### config.mk
export PLATFORM = sky130hd
export DESIGN_NAME = race_game_controller
export DESIGN_NICKNAME = d
export VERILOG_FILES = /design/src/rtl/race_pkg.sv /design/src/rtl/race_tick_timer.sv /design/src/rtl/race_game_controller.sv
export SDC_FILE = /design/constraint.sdc
export NUM_CORES = 1
export LEC_CHECK = 0
export ABC_CLOCK_PERIOD_IN_PS = 2700
export CORE_ASPECT_RATIO = 1.5
export CORE_MARGIN = 1
export CORE_UTILIZATION = 50
export CTS_CLUSTER_SIZE = 24
export DETAILED_ROUTE_END_ITERATION = 16
export GPL_TIMING_DRIVEN = 0
export PLACE_DENSITY = 0.77
export SLEW_MARGIN = 20
export SYNTH_ARGS = -nofsm -noshare
export SYNTH_HDL_FRONTEND = slang
export SYNTH_SLANG_ARGS = --single-unit
export TNS_END_PERCENT = 10
### constraint.sdc
create_clock -name clk -period 2.7 [get_ports clk]
set_clock_uncertainty 0.05 [all_clocks]
set_input_delay 0.54 -clock clk [delete_from_list [all_inputs] [get_ports clk]]
set_output_delay 0.54 -clock clk [all_outputs]
set_load 0.01 [all_outputs]
### src/rtl/race_pkg.sv
// Shared screen codes, controller states and sizing helpers for the LED racer.
package race_pkg;

    localparam logic [1:0] SCREEN_MENU      = 2'b00;
    localparam logic [1:0] SCREEN_GAME      = 2'b01;
    localparam logic [1:0] SCREEN_END       = 2'b10;
    localparam logic [1:0] SCREEN_COUNTDOWN = 2'b11;

    typedef enum logic [2:0] {
        ST_MENU,
        ST_LOBBY,
        ST_COUNTDOWN,
        ST_GAME,
        ST_END,
        ST_CLEAR
    } raceState_e;

    function automatic int posWidth(input int maxPos);
        return (maxPos > 2) ? $clog2(maxPos) : 1;
    endfunction

    function automatic int idWidth(input int nbPlayers);
        return (nbPlayers > 2) ? $clog2(nbPlayers) : 1;
    endfunction

    // One spare bit above the largest load value keeps every tick count representable.
    function automatic int timerWidth(input int a, input int b, input int c, input int d);
        int m;
        m = a;
        if (b > m) m = b;
        if (c > m) m = c;
        if (d > m) m = d;
        return $clog2(m) + 1;
    endfunction

endpackage

### src/rtl/race_tick_timer.sv
// Loadable down-counter; a load of N raises done on the Nth enabled cycle.
module race_tick_timer #(
    parameter int TW = 8
) (
    input  logic          clk,
    input  logic          reset,
    input  logic          load_i,
    input  logic [TW-1:0] value_i,
    input  logic          enable_i,
    output logic          done_o
);

    logic [TW-1:0] count_q;

    always_ff @(posedge clk) begin
        if (reset) begin
            count_q <= '0;
        end else if (load_i) begin
            count_q <= value_i;
        end else if (enable_i && count_q != '0) begin
            count_q <= count_q - TW'(1);
        end
    end

    assign done_o = (count_q == TW'(1));

endmodule

### src/rtl/race_game_controller.sv
// Central sequencer: menu/lobby, countdown, race, winner display and player clear.
module race_game_controller
    import race_pkg::*;
#(
    parameter int NB_PLAYERS  = 4,
    parameter int MAX_POS     = 16,
    parameter int LOBBY_TICKS = 150000000,
    parameter int STEP_TICKS  = 50000000,
    parameter int END_TICKS   = 250000000,
    parameter int IDLE_TICKS  = 1500000000,
    localparam int PW = posWidth(MAX_POS),
    localparam int WW = idWidth(NB_PLAYERS)
) (
    input  logic                     clk,
    input  logic                     reset,
    input  logic [NB_PLAYERS-1:0]    ready_mask,
    input  logic [NB_PLAYERS-1:0]    activity_mask,
    input  logic [NB_PLAYERS*PW-1:0] pos_flat,
    output logic [1:0]               current_screen,
    output logic                     players_reset,
    output logic [1:0]               countdown,
    output logic                     winner_valid,
    output logic [WW-1:0]            winner_id
);

    localparam int TW = timerWidth(LOBBY_TICKS, STEP_TICKS, END_TICKS, IDLE_TICKS);
    localparam logic [PW-1:0] FINISH_POS = PW'(MAX_POS - 1);

    raceState_e    state_q;
    logic [1:0]    screen_q;
    logic          playersReset_q;
    logic [1:0]    countdown_q;
    logic          winnerValid_q;
    logic [WW-1:0] winnerId_q;

    logic          anyHit;
    logic [WW-1:0] hitId;
    logic          anyActivity;
    logic          phaseLoad, phaseEnable, phaseDone;
    logic [TW-1:0] phaseValue;
    logic          idleLoad, idleEnable, idleDone;

    assign anyActivity = |activity_mask;

    // Descending scan so the lowest finishing index is the one left standing.
    always_comb begin
        anyHit = 1'b0;
        hitId  = '0;
        for (int i = NB_PLAYERS - 1; i >= 0; i--) begin
            if (ready_mask[i] && pos_flat[i*PW +: PW] == FINISH_POS) begin
                anyHit = 1'b1;
                hitId  = WW'(i);
            end
        end
    end

    always_comb begin
        phaseLoad   = 1'b0;
        phaseValue  = TW'(STEP_TICKS);
        phaseEnable = 1'b0;
        idleLoad    = 1'b0;
        idleEnable  = 1'b0;
        case (state_q)
            ST_MENU: begin
                if (|ready_mask) begin
                    phaseLoad  = 1'b1;
                    phaseValue = TW'(LOBBY_TICKS);
                    idleLoad   = 1'b1;
                end
            end
            ST_LOBBY: begin
                phaseEnable = 1'b1;
                idleEnable  = 1'b1;
                phaseLoad   = phaseDone;
                idleLoad    = anyActivity;
            end
            ST_COUNTDOWN: begin
                phaseEnable = 1'b1;
                if (phaseDone) begin
                    if (countdown_q == 2'd1) idleLoad  = 1'b1;
                    else                     phaseLoad = 1'b1;
                end
            end
            ST_GAME: begin
                idleEnable = 1'b1;
                idleLoad   = anyActivity;
                if (anyHit) begin
                    phaseLoad  = 1'b1;
                    phaseValue = TW'(END_TICKS);
                end
            end
            ST_END: phaseEnable = 1'b1;
            default: ;
        endcase
    end

    race_tick_timer #(.TW(TW)) phaseTimer (
        .clk      (clk),
        .reset    (reset),
        .load_i   (phaseLoad),
        .value_i  (phaseValue),
        .enable_i (phaseEnable),
        .done_o   (phaseDone)
    );

    race_tick_timer #(.TW(TW)) idleTimer (
        .clk      (clk),
        .reset    (reset),
        .load_i   (idleLoad),
        .value_i  (TW'(IDLE_TICKS)),
        .enable_i (idleEnable),
        .done_o   (idleDone)
    );

    // A finish always beats an idle abort arriving in the same cycle.
    always_ff @(posedge clk) begin
        if (reset) begin
            state_q        <= ST_MENU;
            screen_q       <= SCREEN_MENU;
            playersReset_q <= 1'b0;
            countdown_q    <= 2'd0;
            winnerValid_q  <= 1'b0;
            winnerId_q     <= '0;
        end else begin
            playersReset_q <= 1'b0;
            case (state_q)
                ST_MENU: begin
                    if (|ready_mask) begin
                        state_q  <= ST_LOBBY;
                        screen_q <= SCREEN_MENU;
                    end
                end
                ST_LOBBY: begin
                    if (ready_mask == '0) begin
                        state_q <= ST_MENU;
                    end else if (phaseDone) begin
                        state_q     <= ST_COUNTDOWN;
                        screen_q    <= SCREEN_COUNTDOWN;
                        countdown_q <= 2'd3;
                    end else if (!anyActivity && idleDone) begin
                        state_q        <= ST_CLEAR;
                        screen_q       <= SCREEN_END;
                        playersReset_q <= 1'b1;
                    end
                end
                ST_COUNTDOWN: begin
                    if (phaseDone) begin
                        countdown_q <= countdown_q - 2'd1;
                        if (countdown_q == 2'd1) begin
                            state_q  <= ST_GAME;
                            screen_q <= SCREEN_GAME;
                        end
                    end
                end
                ST_GAME: begin
                    if (anyHit) begin
                        state_q       <= ST_END;
                        screen_q      <= SCREEN_END;
                        winnerValid_q <= 1'b1;
                        winnerId_q    <= hitId;
                    end else if (!anyActivity && idleDone) begin
                        state_q        <= ST_CLEAR;
                        screen_q       <= SCREEN_END;
                        playersReset_q <= 1'b1;
                    end
                end
                ST_END: begin
                    if (phaseDone) begin
                        state_q        <= ST_CLEAR;
                        playersReset_q <= 1'b1;
                        winnerValid_q  <= 1'b0;
                        winnerId_q     <= '0;
                    end
                end
                default: begin
                    state_q  <= ST_MENU;
                    screen_q <= SCREEN_MENU;
                end
            endcase
        end
    end

    assign current_screen = screen_q;
    assign players_reset  = playersReset_q;
    assign countdown      = countdown_q;
    assign winner_valid   = winnerValid_q;
    assign winner_id      = winnerId_q;

endmodule

# Word level (Yosys, flattened, before mapping)
# Cells that the tools add are included.
dict set report word_totals {
  word_cells 114
  out_inout_bits 8
  regBits 75
}
dict set report classes {
  add_sub_neg 3
  mux 58
  n_eq_ne 18
  n_reduce_logical 25
  n_bitwise 1
}
# cell n
set ops {}
lappend ops {{== test 32 x 1 -> 1 bit, second input constant} 2}
lappend ops {{two-way mux 32 bit} 2}
lappend ops {{nonzero test 32 bit} 2}
lappend ops {{subtractor 32 x 1 -> 32 bit, second input constant} 2}
lappend ops {{two-way mux 31 bit} 2}
lappend ops {{two-way mux 28 bit} 2}
lappend ops {{one-hot mux 28 bit (2 select lines)} 1}
lappend ops {{two-way mux 2 bit} 16}
lappend ops {{two-way mux 3 bit} 8}
lappend ops {{two-way mux 1 bit} 19}
lappend ops {{== test 4 bit, second input constant} 4}
lappend ops {{one-hot mux 3 bit (5 select lines)} 1}
lappend ops {{!= test 2 bit, second input constant} 7}
lappend ops {{one-hot mux 2 bit (5 select lines)} 1}
lappend ops {{one-hot mux 2 bit (2 select lines)} 2}
lappend ops {{AND reduction 4 bit} 2}
lappend ops {{nonzero test 2 bit} 4}
lappend ops {{OR reduction 4 bit} 2}
lappend ops {{logical AND 1 bit} 7}
lappend ops {{== test 3 x 2 -> 1 bit, second input constant} 2}
lappend ops {{one-hot mux 1 bit (3 select lines)} 2}
lappend ops {{AND reduction 5 bit} 1}
lappend ops {{logical NOT 4 bit} 1}
lappend ops {{one-hot mux 1 bit (4 select lines)} 1}
lappend ops {{11 further kinds} 12}

# Longest topological paths before layout
dict set report depth {
  word_depth 9
  mapped_depth 9
  ltp_nobuf 8
}

# By module
# From an unflattened synthesis, not the netlist that was laid out.
dict set report unflattened {
  cells_unflattened 636
  hier_area_um2 5097.4
}
# mod n_inst area_each_um2 seq_area_each_um2 cells_per_inst
set by_module_without_submodules {}
lappend by_module_without_submodules {{race_tick_timer at phaseTimer} 1 2127.0 640.6 260}
lappend by_module_without_submodules {{race_tick_timer at idleTimer} 1 2023.2 640.6 250}
lappend by_module_without_submodules {race_game_controller 1 947.2 220.2 126}

# Least setup slack after synthesis
# Ideal clock, no wire load.
dict set report synth_path {
  path_kind {flip-flop to flip-flop}
  startpoint {register idleTimer.count_q[2]}
  endpoint {register idleTimer.count_q[20]}
  synth_period_minus_slack_ns 2.265
  path_buffers 1
  t_required_ns 2.525
  t_arrival_ns 2.090
  path_stages_with_launch 7
  setup_slack_ns 0.435
  cell_sequence {dfxtp_1 or4_4 or4_4 buf_6 or2_1 o41ai_2 a21oi_1}
}
dict set report synth_between {
  elab_chain_cells 2
}
# element line_no
set synth_rtl {}
lappend synth_rtl {{from (decl)} race_tick_timer.sv:13} ;# logic [TW-1:0] count_q;
lappend synth_rtl {{from (signal assigned)} race_tick_timer.sv:19} ;# count_q <= value_i;
lappend synth_rtl {{from (signal assigned)} race_tick_timer.sv:21} ;# count_q <= count_q - TW'(1);
lappend synth_rtl {{branches (longest 2 deep; another with subtractor 32 x 1 -> 32 bit)} -}
# Several ways; the timed one is not identified.
# A chain may end at the register's enable or synchronous reset.

# Worst setup path in the final report
dict set report layout_path {
  startpoint {register phaseTimer.count_q[4]}
  endpoint {register phaseTimer.count_q[12]}
}
dict set report layout_between {
  elab_chain_cells 4
}
# element line_no
set layout_rtl {}
lappend layout_rtl {{from (decl)} race_tick_timer.sv:13}
lappend layout_rtl {{from (signal assigned)} race_tick_timer.sv:19}
lappend layout_rtl {{from (signal assigned)} race_tick_timer.sv:21}
lappend layout_rtl {{branches (longest 4 deep; another with subtractor 32 x 1 -> 32 bit)} -}
# Several ways; the timed one is not identified. The select of a mux whose other input is x is not followed.

==> reports/results.tsv <==
metric	value	unit
p_clk_share	47.7	%
seq_power_share	38.9	%
grt_start_max_net_pins	14	
worstPathRequired	2.85	ns
coreArea	8010	sq um
r2r_slack	0.15	ns
ios	34	
critPathLaunchType	flop	
critPathKind	flop to flop	
synth_warnings	0	
dr.pass1.iters	4	
layout.nets	562	
worstMarginPinSlew	0.719	ns
h-tree-depth	3	
post_dp_cell_area	4580	sq um
antenna_left	0	
wl	10300	um
finalMaxSlewViolations	0	
regArea	1500	sq um
fill_cells	710	
ys_async_sr_fraction	0	%
viasPerCell	5.83	
status	completed	
min_path_cells	2	
drt-initial-drc-count	152	
synth_seq_area_share	36.4	%
grt_overflow	0	
synthesis.nets	518	
min_path_type	flop to flop	
hpwlAfterDp	7590	um
worst_setup_path_end_kind	flop	
max_freq	391	MHz
total_power	3.08	mW
design_area	4980	sq um
synth-seq-cells	75	
final.period_utilization	94.6	%
grt_use_total	24.8	%
cts_tree	done	
postSynthCellCount	485	
synth-edff-count	0	
p_sw	0.743	mW
drive_gt1_share	10.7	%
hold_ws	0.423	ns
cts_buffers	9	
syn2layout_area_growth	20.8	%
synth_area	4130	sq um
drc	0	
wl_per_cell	16.1	um
rsz0062_at_grt	true	
hold_path_end	idleTimer.count_q[20]	
start_util	51.5	%
grt_pass1_wl	16900	um
r2r-start	phaseTimer.count_q[4]	
die_x	76.2	um
vias	3723	
grt_pass1_vias	3719	
leakage	1.68	nW
antenna_found_initial	0	
p_sw_share	24.1	%
reg2regPathDepth	9	
layout_commonest_cell	dfxtp_1	
min_period	2.55	ns
power.density	618	nW/um^2
antenna_cells	0	
fp-row-count	40	
r2r_end	phaseTimer.count_q[12]	
hold_viol	0	
cts.path.max_buffers	2	
power_frac_comb	13.4	%
clockRootBuffer	clkbuf_16	
hold_buffers	0	
die_h	113	um
final_cell_mix	dfxtp_1 (75), nor2_1 (60), xnor2_1 (50)	
maxCapViolCount	0	
cp_max_fo	10	
syn_area_per_cell	8.51	sq um
clk_pin_slew_worst_paths	0.06	ns
multiInputGateArea	2510	sq um
clock-sinks	75	
synth.distinct_cells	66	
clk_latency	0.34	ns
vdd_drop_max	0.000361	V
slew_headroom	51.6	%
synthFlopType	dfxtp_1	
gp_congestion	0.874	
dieArea	8630	sq um
min_from	idleTimer.count_q[20]	
numPortBuffers	32	
arrival	2.70	ns
p_int	2.34	mW
setup_violations	0	
-- through the flow --
stage	setup TNS (ns)	util, %	worst slack [ns]	std cells
3_5_place_dp	-4.20	57.2	-0.355	622
3_3_place_gp	-3.04	57.2	-0.262	622
6_report	0	62.3	0.145	639
4_1_cts	0	62.0	0.0808	638
5_1_grt	-0.00703	62.3	-0.00703	639
2_1_floorplan	0	-	0.435	485
-- what timing repair did --
action	CTS	global route
gates resized for setup	3	2
endpoints found under the setup margin	10	17
pin swaps	0	1
buffers inserted	0	1
-- layout make-up --
type	count	share of cell area, %
Timing Repair Buffer	33	6.58
Buffer	20	2.23
Clock buffer	9	4.52
Multi-Input combinational cell	379	50.3
Sequential cell	75	30.1
Tap cell	105	2.64
Clock inverter	7	2.81
Inverter	11	0.828
-- synthesized netlist by cell type (5+ instances only) --
| cell | instances | area share (%) |
|---|---|---|
| a211oi_1 | 6 | 1.1 |
| or3_1 | 16 | 2.4 |
| and3_1 | 5 | 0.76 |
| nor2_1 | 60 | 5.5 |
| nand2b_1 | 6 | 0.91 |
| xnor2_1 | 50 | 11 |
| a21oi_1 | 32 | 3.9 |
| nor3_1 | 39 | 4.7 |
| or4_1 | 10 | 1.8 |
| buf_2 | 5 | 0.61 |
| o21ai_0 | 9 | 1.1 |
| xor2_1 | 5 | 1.1 |
| nor4_1 | 20 | 3.0 |
| a31oi_1 | 9 | 1.4 |
| nand3_1 | 16 | 1.9 |
| clkbuf_1 | 9 | 0.82 |
| ha_1 | 7 | 2.1 |
| nand2_1 | 20 | 1.8 |
| dfxtp_1 | 75 | 36 |
| inv_1 | 10 | 0.91 |
-- layer usage --
| layer | vias up | share of wire [%] | global-route usage (%) |
|---|---|---|---|
| li1 | 1858 | - | - |
| met1 | 1760 | 39 | 25.0 |
| met2 | 80 | 54 | 47.3 |
| met3 | 25 | 3.6 | 3.55 |
| met4 | 0 | 2.9 | 15.9 |
| met5 | - | 0 | 0 |
-- power by group through the flow --
stage | Combinational, mW | Clock (mW) | Sequential [mW]
after floorplan | 0.304 | 0 | 1.21
after global placement | 0.392 | 0 | 1.21
after detailed placement | 0.404 | 0 | 1.22
after CTS | 0.412 | 1.49 | 1.19
after global routing | 0.454 | 1.54 | 1.20
final | 0.414 | 1.47 | 1.20
-- kinds of logic (layout without fill, tap and decap cells) --
kind of cell,after synthesis,after routing,synth area share (%)
compound gates,78,78,12.4
flops,75,75,36.4
fa+ha+maj,7,7,2.12
xor+xnor,55,55,11.7
buf+inv,31,80,3.70
simple gates,239,239,33.8
-- how the worst max path moves through the flow --
stage	startpoint	to	slack (ns)	cells past startpoint
5_1_grt	phaseTimer.count_q[4]	phaseTimer.count_q[12]	-0.007	9
3_3_place_gp	ready_mask[3]	phaseTimer.count_q[29]	-0.26	7
6_report	phaseTimer.count_q[4]	phaseTimer.count_q[12]	0.15	9
2_1_floorplan	idleTimer.count_q[2]	idleTimer.count_q[20]	0.44	6
3_5_place_dp	ready_mask[3]	phaseTimer.count_q[11]	-0.36	7
4_1_cts	idleTimer.count_q[21]	idleTimer.count_q[11]	0.08	7
-- sequential cells by signal (all words and copies together) (netlist names) --
register and cells:
players_reset 1, winner_valid 1, phaseTimer.count_q 32, winner_id 2, countdown 2, current_screen 2
state_q 3, idleTimer.count_q 32
-- critical path: stages (launching register included) --
cell and delay [ns]:
dfxtp_1 0.35, or4_1 0.52, buf_2 0.18, nor4b_4 0.36
and4_1 0.27, buf_4 0.19, buf_4 0.20, nor2_1 0.08
xnor2_1 0.14, a21oi_1 0.08
Note: power is estimated with default switching activity, not from simulation.
